**config.mk**
```make
export PLATFORM = sky130hd
export DESIGN_NAME = tensor_stream_register
export DESIGN_NICKNAME = d
export VERILOG_FILES = /design/src/rtl/tensor_stream_register.sv
export SDC_FILE = /design/constraint.sdc
export NUM_CORES = 1
export LEC_CHECK = 0
export CORE_ASPECT_RATIO = 0.8
export CORE_MARGIN = 2
export CORE_UTILIZATION = 45
export DETAILED_ROUTE_END_ITERATION = 16
export GPL_TIMING_DRIVEN = 0
export PLACE_DENSITY = 0.8
export SETUP_SLACK_MARGIN = 0.5
export SLEW_MARGIN = 25
export SYNTH_ARGS = -nofsm -noshare
export SYNTH_HDL_FRONTEND = slang
export SYNTH_SLANG_ARGS = --single-unit
export TNS_END_PERCENT = 100
```
**constraint.sdc**
```tcl
create_clock -name clk -period 7.65 [get_ports clk]
set_clock_uncertainty 0.05 [all_clocks]
set_input_delay 0.765 -clock clk [delete_from_list [all_inputs] [get_ports clk]]
set_output_delay 0.765 -clock clk [all_outputs]
set_load 0.02 [all_outputs]
```
**src/rtl/tensor_stream_register.sv**
```systemverilog
// Parametrised ROWSxCOLS tensor register with indexed loads and a valid/ready streaming fill.
// Optional TENSOR_TRANSPOSE_EN adds a column-major output image and column-major stream ordering.
module tensor_stream_register #(
  parameter int unsigned ELEM_W = 16,
  parameter int unsigned ROWS   = 3,
  parameter int unsigned COLS   = 3,
  parameter int unsigned IDX_W  = 4
) (
  input  logic                          clk,
  input  logic                          reset,
  input  logic                          clear,
  input  logic                          load,
  input  logic [IDX_W-1:0]              idx,
  input  logic [ELEM_W-1:0]             element,
  input  logic                          start,
  input  logic                          s_valid,
  input  logic [ELEM_W-1:0]             s_data,
`ifdef TENSOR_TRANSPOSE_EN
  input  logic                          s_col_major,
  output logic [ROWS*COLS*ELEM_W-1:0]   tensor_t_out,
`endif
  output logic                          s_ready,
  output logic                          busy,
  output logic                          done,
  output logic                          full,
  output logic [IDX_W-1:0]              wr_ptr,
  output logic [ROWS*COLS*ELEM_W-1:0]   tensor_out
);

  localparam int unsigned N = ROWS * COLS;

  typedef enum logic {IDLE, FILL} state_t;

  state_t              state_q, state_d;
  logic [ELEM_W-1:0]   mem [N];
  logic                accept;
  logic                last;
  logic [IDX_W-1:0]    stream_slot;
  logic                col_major_q;

  assign accept = s_valid && (state_q == FILL);
  assign last   = (int'(wr_ptr) == int'(N - 1));

  always_ff @(posedge clk or posedge reset) begin
    if (reset) begin
      state_q <= IDLE;
    end else begin
      state_q <= state_d;
    end
  end

  always_comb begin
    state_d = state_q;
    if (state_q == IDLE) begin
      if (start) state_d = FILL;
    end else begin
      if (accept && last) state_d = IDLE;
    end
    if (clear) state_d = IDLE;
  end

  always_comb begin
    busy    = (state_q == FILL);
    s_ready = (state_q == FILL);
  end

`ifdef TENSOR_TRANSPOSE_EN
  // Column-major stream order: element k lands at row k%ROWS, column k/ROWS.
  always_comb begin
    stream_slot = wr_ptr;
    if (col_major_q)
      stream_slot = IDX_W'((int'(wr_ptr) % int'(ROWS)) * int'(COLS) + int'(wr_ptr) / int'(ROWS));
  end
`else
  always_comb stream_slot = wr_ptr;
`endif

  always_ff @(posedge clk or posedge reset) begin
    if (reset) begin
      mem         <= '{default: '0};
      wr_ptr      <= '0;
      full        <= 1'b0;
      done        <= 1'b0;
      col_major_q <= 1'b0;
    end else if (clear) begin
      mem    <= '{default: '0};
      wr_ptr <= '0;
      full   <= 1'b0;
      done   <= 1'b0;
    end else begin
      done <= 1'b0;
      if (state_q == IDLE) begin
        if (start) begin
          wr_ptr <= '0;
          full   <= 1'b0;
`ifdef TENSOR_TRANSPOSE_EN
          col_major_q <= s_col_major;
`else
          col_major_q <= 1'b0;
`endif
        end else if (load && (int'(idx) < int'(N))) begin
          mem[idx] <= element;
        end
      end else if (accept) begin
        mem[stream_slot] <= s_data;
        if (last) begin
          wr_ptr <= '0;
          done   <= 1'b1;
          full   <= 1'b1;
        end else begin
          wr_ptr <= wr_ptr + 1'b1;
        end
      end
    end
  end

  always_comb begin
    tensor_out = '0;
    for (int unsigned k = 0; k < N; k++)
      tensor_out[k*ELEM_W +: ELEM_W] = mem[k];
  end

`ifdef TENSOR_TRANSPOSE_EN
  // Pure rewiring of the registered array, so it tracks tensor_out edge for edge.
  always_comb begin
    tensor_t_out = '0;
    for (int unsigned r = 0; r < ROWS; r++)
      for (int unsigned c = 0; c < COLS; c++)
        tensor_t_out[(c*ROWS + r)*ELEM_W +: ELEM_W] = mem[r*COLS + c];
  end
`endif

endmodule

```
==> metrics.csv <==
metric,value,unit
Mapped Nets,676,
Sink Count,151,
Fill cells,1244,
slew margin rel.,41.8,%
NumNets Final,887,
period utilisation layout,36.6,%
routability cong.,0.881,
"Cell Count, Final, Fillers Out",1069,
CTS tree,done,
status,finished clean,
H-tree depth,4,
peak supply drop,0.151,mV
total wire length,23.9,mm
CORE AREA,0.0160,mm²
Inserted Diodes,0,
largest net degree at the start of global routing,98,
CTS-repair resized insts,0,
initial antenna violation count,0,
Final Max Tran Viols,0,
PD cells,185,mW/mm²
"CTS clk-pin slew, worst paths",60,ps
maximum achievable frequency,0.357,GHz
total grt overflow,0,
slew at the pin with the worst max-slew slack,871,ps
Leak,4.48,nW
Min Hold Slack,431,ps
cells after synthesis,630,
RSZ-0062 raised after global routing,no,
Pre-antenna DRT Iters,5,
hold_sp,tensor_out[138],
"Req. time, crit path",7970,ps
Cell Rows,41,
CP Max Fanout,10,
critical path class,input pin to flop,
Initial Util,46.5,%
Syn Area/Cell,11.8,µm²
"flops & latches, synth",151,
Worst Setup Start Kind,input pin,
violation count after the first detailed-routing iteration,547,
most frequent cells in the layout,"191 x clkdlybuf4s50_1, 151 x dfrtp_1, 128 x o22ai_1",
r2r startpoint,wr_ptr[0],
Layout area overhead,37.8,%
Seq pwr share,43.5,%
layout cells sized above 1,22.8,%
cts hold-fix bufs,0,
fin worst setup slack,4850,ps
pre-CTS setup slack,4520,ps
Num CTS Buffers,17,
reg2reg end,tensor_out[135],
"Setup Fix Bufs, Post-CTS",0,
die area,0.0175,mm²
FF-to-FF path depth,8,
Synth Warn #,0,
Fin Setup TNS,0,ps
via count,6413,
Residual DRC,0,
hpwl dp,17.7,mm
CTS root buffer,clkbuf_16,
final core occ,64.1,%
"commonest non-fill, non-tap cell in the layout",clkdlybuf4s50_1,
WP data arrival,3120,ps
Yosys cell types,40,
"reg-to-reg slack, setup",5130,ps
chip height,119,µm
WL per Instance,22.4,µm
sequential area share after synthesis,51.0,%
first-pass GRT wire length,37.3,mm
Switch Pwr,0.000497,W
vias in the first global route,6485,
Synth Cell Area,0.00741,mm²
CP endpoint,tensor_out[102],
vias per inst,6.00,
Hold WC Path Type,flop to flop,
clock tree buffer depth,2,
Internal,0.00140,W
combinational power share,11.9,%
crit path time final,2800,ps
Critical Path End Type,flop,
CP startpoint,clear,
Final ANT Viol Nets,0,
count of input and output buffers,191,
max cap viols,0,
GR Util All Layers,27.4,%
clock insertion delay at the later pin of the skew report,420,ps
Clock power frac,44.5,%
placed insts,1037,
Final Hold Viols,0,
Ports,194,
# setup viols final,0,
die width,148,µm
Switching Share,26.2,%
## registers in the layout, indices dropped and copies added (netlist names)
signal / flops
tensor_out: 144
full: 1
busy: 1
wr_ptr: 4
done: 1
## logic make-up (layout without fill, tap and decap cells)
family / Yosys count / count (layout) / share of synthesized area (%)
AOI/OAI and AO/OA: 183 / 183 / 15.9
adders and majority gates: 4 / 4 / 0.675
buffers and inverters: 50 / 274 / 3.88
DFF: 151 / 151 / 51.0
muxes: 128 / 128 / 21.0
and+or+nand+nor: 114 / 114 / 7.58
## power by group through the flow
stage	Combinational [W]	Sequential, W	Clock (W)
after floorplan	0.000111	0.000853	0
after global placement	0.000217	0.000839	0
after detailed placement	0.000223	0.000839	0
after CTS	0.000224	0.000824	0.000844
after global routing	0.000240	0.000826	0.000882
final	0.000226	0.000825	0.000843
## stage by stage
step / total power (W) / instance area (µm²)
finish: 0.00189 / 10200
CTS: 0.00189 / 10200
global route: 0.00195 / 10200
detailed placement: 0.00106 / 9630
global placement: 0.00106 / 9600
floorplan: 0.000964 / 7410
## Yosys cell counts, drive strengths merged
master / number / area [µm²]
nor2: 6 / 22.5
nor2b: 5 / 31.3
or2b: 1 / 7.51
a21o: 4 / 30.0
a31o: 4 / 35.0
nor4b: 2 / 38.8
a21oi: 1 / 5.00
a211oi: 1 / 7.51
clkbuf: 26 / 97.6
a31oi: 21 / 146
and3: 17 / 106
mux2: 128 / 1550
nor3b: 2 / 15.0
and3b: 1 / 8.76
nor4: 1 / 6.26
nand2: 68 / 258
ha: 4 / 50.1
o41ai: 2 / 17.5
inv: 3 / 11.3
o31ai: 1 / 21.3
and2: 1 / 8.76
nor3: 2 / 10.0
a221oi: 1 / 15.0
o22ai: 128 / 801
nand2b: 1 / 6.26
and2b: 2 / 17.5
dfrtp: 151 / 3780
o21ai: 20 / 104
buf: 21 / 179
nand3: 5 / 25.0
## final cells by class
cell class	count	area, µm²	share of cell area (%)
clock inverters	14	150	1.47
repair buffers	192	1940	19.0
plain buffers	47	277	2.71
well taps	215	269	2.63
flip-flops and latches	151	3780	37.0
clock buffers	18	439	4.30
multi-input cells	429	3350	32.8
inverters	3	18.8	0.184
## worst min-delay path by stage
stage,end,slack (ps),depth (start not counted)
3_3_place_gp,tensor_out[133],410,2
4_1_cts,tensor_out[142],430,2
6_report,tensor_out[138],430,2
5_1_grt,tensor_out[136],470,2
2_1_floorplan,tensor_out[128],540,2
3_5_place_dp,tensor_out[142],420,2
## worst max-delay path, stage by stage
cell and delay (ps):
clkdlybuf4s50_1 550, buf_2 270, nor2_1 300, clkbuf_1 390, nand2_1 380, o22ai_1 260
mux2_2 190
## metal layers
layer | vias to the layer above | wire length (µm) | track usage (%)
met3 | 34 | 2060 | 6.09
met1 | 3220 | 10900 | 40.5
met5 | - | 0 | 0
met4 | 0 | 308 | 7.15
met2 | 338 | 10700 | 40.8
li1 | 2821 | - | -
Power figures use the tool's default switching activity.
